## src/rtl/uart_cmd_pkg.sv

```systemverilog
// rtl/uart_cmd_pkg.sv - command codes, frame geometry and FSM encoding for uart_cmd_decoder
package uart_cmd_pkg;

  localparam int DEF_FRAME_BYTES = 18;
  localparam int DEF_DBITS       = 8;

  localparam logic [7:0] CMD_TEST  = 8'h41;  // 'A'
  localparam logic [7:0] CMD_READ  = 8'h42;  // 'B'
  localparam logic [7:0] CMD_KEY   = 8'h43;  // 'C'
  localparam logic [7:0] CMD_TEXT  = 8'h44;  // 'D'
  localparam logic [7:0] CMD_ENC   = 8'h45;  // 'E'
  localparam logic [7:0] RSP_NORES = 8'h21;  // '!'

  localparam logic [1:0] ST_IDLE     = 2'd0;
  localparam logic [1:0] ST_DISPATCH = 2'd1;
  localparam logic [1:0] ST_WAIT_AES = 2'd2;
  localparam logic [1:0] ST_TX_WAIT  = 2'd3;

  // Byte 0 sits at the LSB, so the text reads back-to-front: wire order is "1234...78".
  localparam logic [143:0] TEST_RSP = "876543210987654321";

endpackage

```

## src/rtl/uart_cmd_decoder.sv

```systemverilog
// rtl/uart_cmd_decoder.sv - frame validation, command dispatch, AES handshake and TX response
module uart_cmd_decoder
  import uart_cmd_pkg::*;
#(
  parameter int FRAME_BYTES = DEF_FRAME_BYTES,
  parameter int DBITS       = DEF_DBITS,
  parameter int AES_TIMEOUT = 64
) (
  input  logic                         clk,
  input  logic                         reset,
  input  logic [FRAME_BYTES*DBITS-1:0] rx_frame,
  input  logic                         rx_valid,
  input  logic                         tx_busy,
  output logic [FRAME_BYTES*DBITS-1:0] tx_frame,
  output logic                         tx_send,
  output logic [(FRAME_BYTES-2)*DBITS-1:0] aes_key,
  output logic [(FRAME_BYTES-2)*DBITS-1:0] aes_text_in,
  output logic                         aes_ld,
  input  logic                         aes_done,
  input  logic [(FRAME_BYTES-2)*DBITS-1:0] aes_text_out,
  output logic [7:0]                   err_count,
  output logic [DBITS-1:0]             last_cmd
);

  localparam int FW = FRAME_BYTES * DBITS;
  localparam int PW = (FRAME_BYTES - 2) * DBITS;
  localparam int TW = $clog2(AES_TIMEOUT + 1);

  logic [1:0]       state_q, state_d;
  logic [FW-1:0]    rx_buf_q, rx_buf_d;
  logic [FW-1:0]    tx_frame_q, tx_frame_d;
  logic             tx_send_q, tx_send_d;
  logic [PW-1:0]    aes_key_q, aes_key_d;
  logic [PW-1:0]    aes_text_q, aes_text_d;
  logic             aes_ld_q, aes_ld_d;
  logic [PW-1:0]    result_q, result_d;
  logic             result_valid_q, result_valid_d;
  logic [7:0]       err_count_q, err_count_d;
  logic [DBITS-1:0] last_cmd_q, last_cmd_d;
  logic [TW-1:0]    tmo_cnt_q, tmo_cnt_d;

  logic [DBITS-1:0] cmd, cmd_tail;
  logic [PW-1:0]    payload;
  logic [1:0]       err_inc;
  logic [8:0]       err_sum;

  assign cmd      = rx_buf_q[DBITS-1:0];
  assign cmd_tail = rx_buf_q[FW-1 -: DBITS];
  assign payload  = rx_buf_q[FW-DBITS-1:DBITS];

  always_comb begin
    state_d        = state_q;
    rx_buf_d       = rx_buf_q;
    tx_frame_d     = tx_frame_q;
    tx_send_d      = 1'b0;
    aes_key_d      = aes_key_q;
    aes_text_d     = aes_text_q;
    aes_ld_d       = 1'b0;
    result_d       = result_q;
    result_valid_d = result_valid_q;
    last_cmd_d     = last_cmd_q;
    tmo_cnt_d      = tmo_cnt_q;
    err_inc        = 2'd0;

    case (state_q)
      ST_IDLE: begin
        if (rx_valid) begin
          rx_buf_d = rx_frame;
          state_d  = ST_DISPATCH;
        end
      end
      ST_DISPATCH: begin
        state_d = ST_IDLE;
        if (cmd != cmd_tail) begin
          err_inc = err_inc + 2'd1;
        end else begin
          case (cmd)
            CMD_TEST: begin
              last_cmd_d = cmd;
              tx_frame_d = TEST_RSP;
              state_d    = ST_TX_WAIT;
            end
            CMD_READ: begin
              last_cmd_d = cmd;
              tx_frame_d = result_valid_q ? {CMD_READ, result_q, CMD_READ}
                                          : {RSP_NORES, {PW{1'b0}}, RSP_NORES};
              state_d    = ST_TX_WAIT;
            end
            CMD_KEY: begin
              last_cmd_d     = cmd;
              aes_key_d      = payload;
              result_valid_d = 1'b0;
            end
            CMD_TEXT: begin
              last_cmd_d     = cmd;
              aes_text_d     = payload;
              result_valid_d = 1'b0;
            end
            CMD_ENC: begin
              last_cmd_d     = cmd;
              aes_ld_d       = 1'b1;
              result_valid_d = 1'b0;
              tmo_cnt_d      = '0;
              state_d        = ST_WAIT_AES;
            end
            default: err_inc = err_inc + 2'd1;
          endcase
        end
      end
      // A done arriving on the last allowed cycle still counts as a result.
      ST_WAIT_AES: begin
        if (aes_done) begin
          result_d       = aes_text_out;
          result_valid_d = 1'b1;
          state_d        = ST_IDLE;
        end else if (tmo_cnt_q == TW'(AES_TIMEOUT - 1)) begin
          err_inc = err_inc + 2'd1;
          state_d = ST_IDLE;
        end else begin
          tmo_cnt_d = tmo_cnt_q + 1'b1;
        end
      end
      ST_TX_WAIT: begin
        if (!tx_busy) begin
          tx_send_d = 1'b1;
          state_d   = ST_IDLE;
        end
      end
      default: state_d = ST_IDLE;
    endcase

    if (rx_valid && (state_q != ST_IDLE)) err_inc = err_inc + 2'd1;

    err_sum     = {1'b0, err_count_q} + {7'd0, err_inc};
    err_count_d = err_sum[8] ? 8'hFF : err_sum[7:0];
  end

  always_ff @(posedge clk) begin
    if (reset) begin
      state_q        <= ST_IDLE;
      rx_buf_q       <= '0;
      tx_frame_q     <= '0;
      tx_send_q      <= 1'b0;
      aes_key_q      <= '0;
      aes_text_q     <= '0;
      aes_ld_q       <= 1'b0;
      result_q       <= '0;
      result_valid_q <= 1'b0;
      err_count_q    <= '0;
      last_cmd_q     <= '0;
      tmo_cnt_q      <= '0;
    end else begin
      state_q        <= state_d;
      rx_buf_q       <= rx_buf_d;
      tx_frame_q     <= tx_frame_d;
      tx_send_q      <= tx_send_d;
      aes_key_q      <= aes_key_d;
      aes_text_q     <= aes_text_d;
      aes_ld_q       <= aes_ld_d;
      result_q       <= result_d;
      result_valid_q <= result_valid_d;
      err_count_q    <= err_count_d;
      last_cmd_q     <= last_cmd_d;
      tmo_cnt_q      <= tmo_cnt_d;
    end
  end

  assign tx_frame    = tx_frame_q;
  assign tx_send     = tx_send_q;
  assign aes_key     = aes_key_q;
  assign aes_text_in = aes_text_q;
  assign aes_ld      = aes_ld_q;
  assign err_count   = err_count_q;
  assign last_cmd    = last_cmd_q;

endmodule
```

## config.mk

```make
export PLATFORM = sky130hd
export DESIGN_NAME = uart_cmd_decoder
export DESIGN_NICKNAME = d
export VERILOG_FILES = /design/src/rtl/uart_cmd_pkg.sv /design/src/rtl/uart_cmd_decoder.sv
export SDC_FILE = /design/constraint.sdc
export NUM_CORES = 1
export LEC_CHECK = 0
export CAP_MARGIN = 20
export CELL_PAD_IN_SITES_DETAIL_PLACEMENT = 1
export CELL_PAD_IN_SITES_GLOBAL_PLACEMENT = 1
export CORE_MARGIN = 2
export CORE_UTILIZATION = 35
export CTS_CLUSTER_DIAMETER = 80
export CTS_CLUSTER_SIZE = 20
export DETAILED_ROUTE_END_ITERATION = 6
export PLACE_DENSITY_LB_ADDON = 0.1
export SLEW_MARGIN = 20
export SYNTH_ARGS = -nofsm -noshare
export SYNTH_HDL_FRONTEND = slang
export SYNTH_SLANG_ARGS = --single-unit
```

## constraint.sdc

```tcl
create_clock -name clk -period 3.5 [get_ports clk]
set_input_delay 0.525 -clock clk [delete_from_list [all_inputs] [get_ports clk]]
set_output_delay 0.525 -clock clk [all_outputs]
set_load 0.01 [all_outputs]
```

==> out/metrics.yaml <==
outcome:
  run_status: "finished clean"
routing:
  routedWlPerCell_um: 21.0
  num_vias: 22744
  drt_iter0_drc: 1126
  drtPass1Iterations: 5
  viasPerCell: 5.06
  drc_errors: 0
  postRouteAntennaNets: 0
  routed_wl_um: 94500
logic_synthesis:
  syn_area_per_cell_um2: 8.21
  synth_top_area_share_pct: 55.7
  yosysWarnings: 0
  synth_cell_type_count: 49
  synth_seq_area_share_pct: 55.7
  ys_ff_latch: 688
  synthCells: 3009
  synthArstFlopShare_pct: 0
  synth_area_leaders: "dfxtp_1 56%, nand2_1 16%, a21oi_1 12%"
  synth_ff_type: "dfxtp_1"
  yosysMostFrequentCell: "nand2_1"
  yosysTopAreaCell: "dfxtp_1"
  synth_common_cells: "1080 x nand2_1, 688 x dfxtp_1, 596 x a21oi_1"
  synth_area_mm2: 0.0247
  synth_edf_count: 0
floorplan:
  core-area_mm2: 0.0700
  ios: 695
  fp-row-count: 97
  die_h_um: 270
  dieArea_mm2: 0.0727
  initial_utilization_pct: 35.3
  die_w_um: 270
power:
  power_density_mw_per_mm2: 425
  ir_drop_mv: 0.384
  p_leak_nw: 11.1
place:
  place.gp.congestion: 0.854
  io_buffers: 689
  dpl.hpwl_um: 65000
setup_path:
  rrSetupSlack_ns: 0.29
  path_cells: "xnor2_1 -> nand4_1 -> nor3_2 -> a21bo_2 -> a21boi_0 -> ha_1 -> ha_1 -> inv_1 -> fa_1 -> nor2_2 -> nand3_1 -> a21oi_1"
  cp_slowest_cell: "dfxtp_1"
  worstPathArrival_ns: 3.72
  worstReg2RegStart: "rx_buf_q[2]"
  worstSetupEndpointType: "flip-flop"
  required_ns: 4.01
  cpPeakStageDelay_ns: 0.55
  crit_type: "flip-flop to flip-flop"
  cp-startpoint: "rx_buf_q[2]"
  crit_top_cell: "ha_1"
  critPathLaunchType: "flip-flop"
  reg2regPathDepth: 12
  reg2reg_to: "err_count[0]"
  path_max_fanout: 11
  cp-endpoint: "err_count[0]"
sta:
  min_period_ns: 3.21
  fin_skew_ns: 0.0300
  fin_crit_sh_pct: 91.6
  tns_ns: 0
  rsz0062_at_grt: "no"
  slew_headroom_pct: 44.7
  hold_violations: 0
  setup_viol: 0
  final-max-slew-violation-count: 0
  max_freq_ghz: 0.312
  tightestPinTransition_ns: 0.830
finish:
  num-fill-cells: 8216
  final_nets: 3816
  drive_gt1_share_pct: 3.30
  utilization_pct: 47.5
  multi_input_area_mm2: 0.00961
  seq_area_mm2: 0.0138
  synthToLayoutAreaGrowth_pct: 34.6
flow_run:
  max_cap_violations: 0
clock_tree:
  cts_max_path_buffers: 3
  ctsResizeCount: 0
  cts.clk_slew.worst_paths_ns: 0.09
  insertion_delay_ns: 0.60
  root_buffer: "clkbuf_16"
  cts_hold_buf: 0
  clock_sinks: 688
  h-tree-depth: 2
  postCtsSetupBuffers: 0
  cts_buffers: 43
  cts_tree: "yes"
grt:
  grt_pass1_vias: 23512
  grt_pass1_wl_um: 143000
  grtUsageTotal_pct: 25.0
  grt_max_degree: 159
  antenna_found_initial: 10
  grt_overflow: 0
min_path:
  holdCritPathClass: "input port to flip-flop"
sequential cells by signal, summed over array words and instances (netlist names):
register,cells
result_valid_q,1
err_count,8
aes_key,128
tx_frame,132
aes_text_in,128
aes_ld,1
rx_buf_q,144
tx_send,1
tmo_cnt_q,7
last_cmd,8
state_q,2
result_q,128
where the power goes:
group | switching, W | total, W | internal, W | leakage, nW
Sequential | 0.0000926 | 0.00803 | 0.00793 | 5.56
Clock | 0.00282 | 0.00523 | 0.00240 | 0.604
Combinational | 0.000465 | 0.000892 | 0.000427 | 4.97
Total | 0.00338 | 0.0141 | 0.0108 | 11.1
per-stage QoR:
step                worst slack (ns)  power, W  hold WS, ns  instance area, um^2  instances
global placement               0.234   0.00908        0.437                32000       4424
finish                         0.294    0.0141        0.322                33300       4492
global route                  0.0695    0.0147        0.321                33300       4491
CTS                            0.142    0.0143        0.297                33200       4487
floorplan                      0.563   0.00858        0.431                24700       3013
detailed placement             0.170   0.00910        0.444                32000       4424
layer usage:
layer,global-route usage (%),wire (um)
met1,29.5,38700
met2,43.7,46500
met3,7.03,6120
met4,7.97,3140
met5,0,94
cell families after synthesis:
family          synth area share (%)
simple gates                    21.9
flops                           55.7
buf+inv                         5.67
fa+ha+maj                      0.537
xor+xnor                       0.628
mux                            0.405
other cells                   0.0152
compound gates                  15.1
placed cells by master (no fill, tap or decap), drive strengths merged, types with 9 or more instances in the layout:
cell type      Yosys  routed
inv               12      15
mux2i             10      10
nor3              65      65
nor2b             62      62
buf              101      37
nand2           1080    1080
dfxtp            688     688
nor2              82      82
xnor2             11      11
a21oi            596     596
ha                 9       9
a32oi             70      70
clkbuf           153      52
clkdlybuf4s50      0     688
final cells by class:
| cell class | count | share of cell area, % |
|---|---|---|
| diodes | 5 | 0.0376 |
| clock buffers | 52 | 3.52 |
| clock inverters | 11 | 0.263 |
| inverters | 12 | 0.135 |
| multi-input cells | 2059 | 28.9 |
| flip-flops and latches | 688 | 41.4 |
| well taps | 940 | 3.54 |
| repair buffers | 725 | 22.2 |
how the worst min path moves through the flow:
stage,startpoint,to,depth (start not counted)
after global placement,aes_key[46],aes_key[46],2
final,reset,tx_frame[8],2
after detailed placement,aes_text_in[56],aes_text_in[56],2
after floorplan,rx_buf_q[139],rx_buf_q[139],2
after global routing,reset,err_count[7],2
after CTS,reset,err_count[7],2
critical path: cells and delay by family (launching register included):
kind,cells,cell delay (ns)
compound gates,3,0.49
xor+xnor,1,0.17
fa+ha+maj,3,0.90
buf+inv,1,0.07
flops,1,0.55
simple gates,4,0.98
No activity file was read; power rests on OpenSTA's default activity.
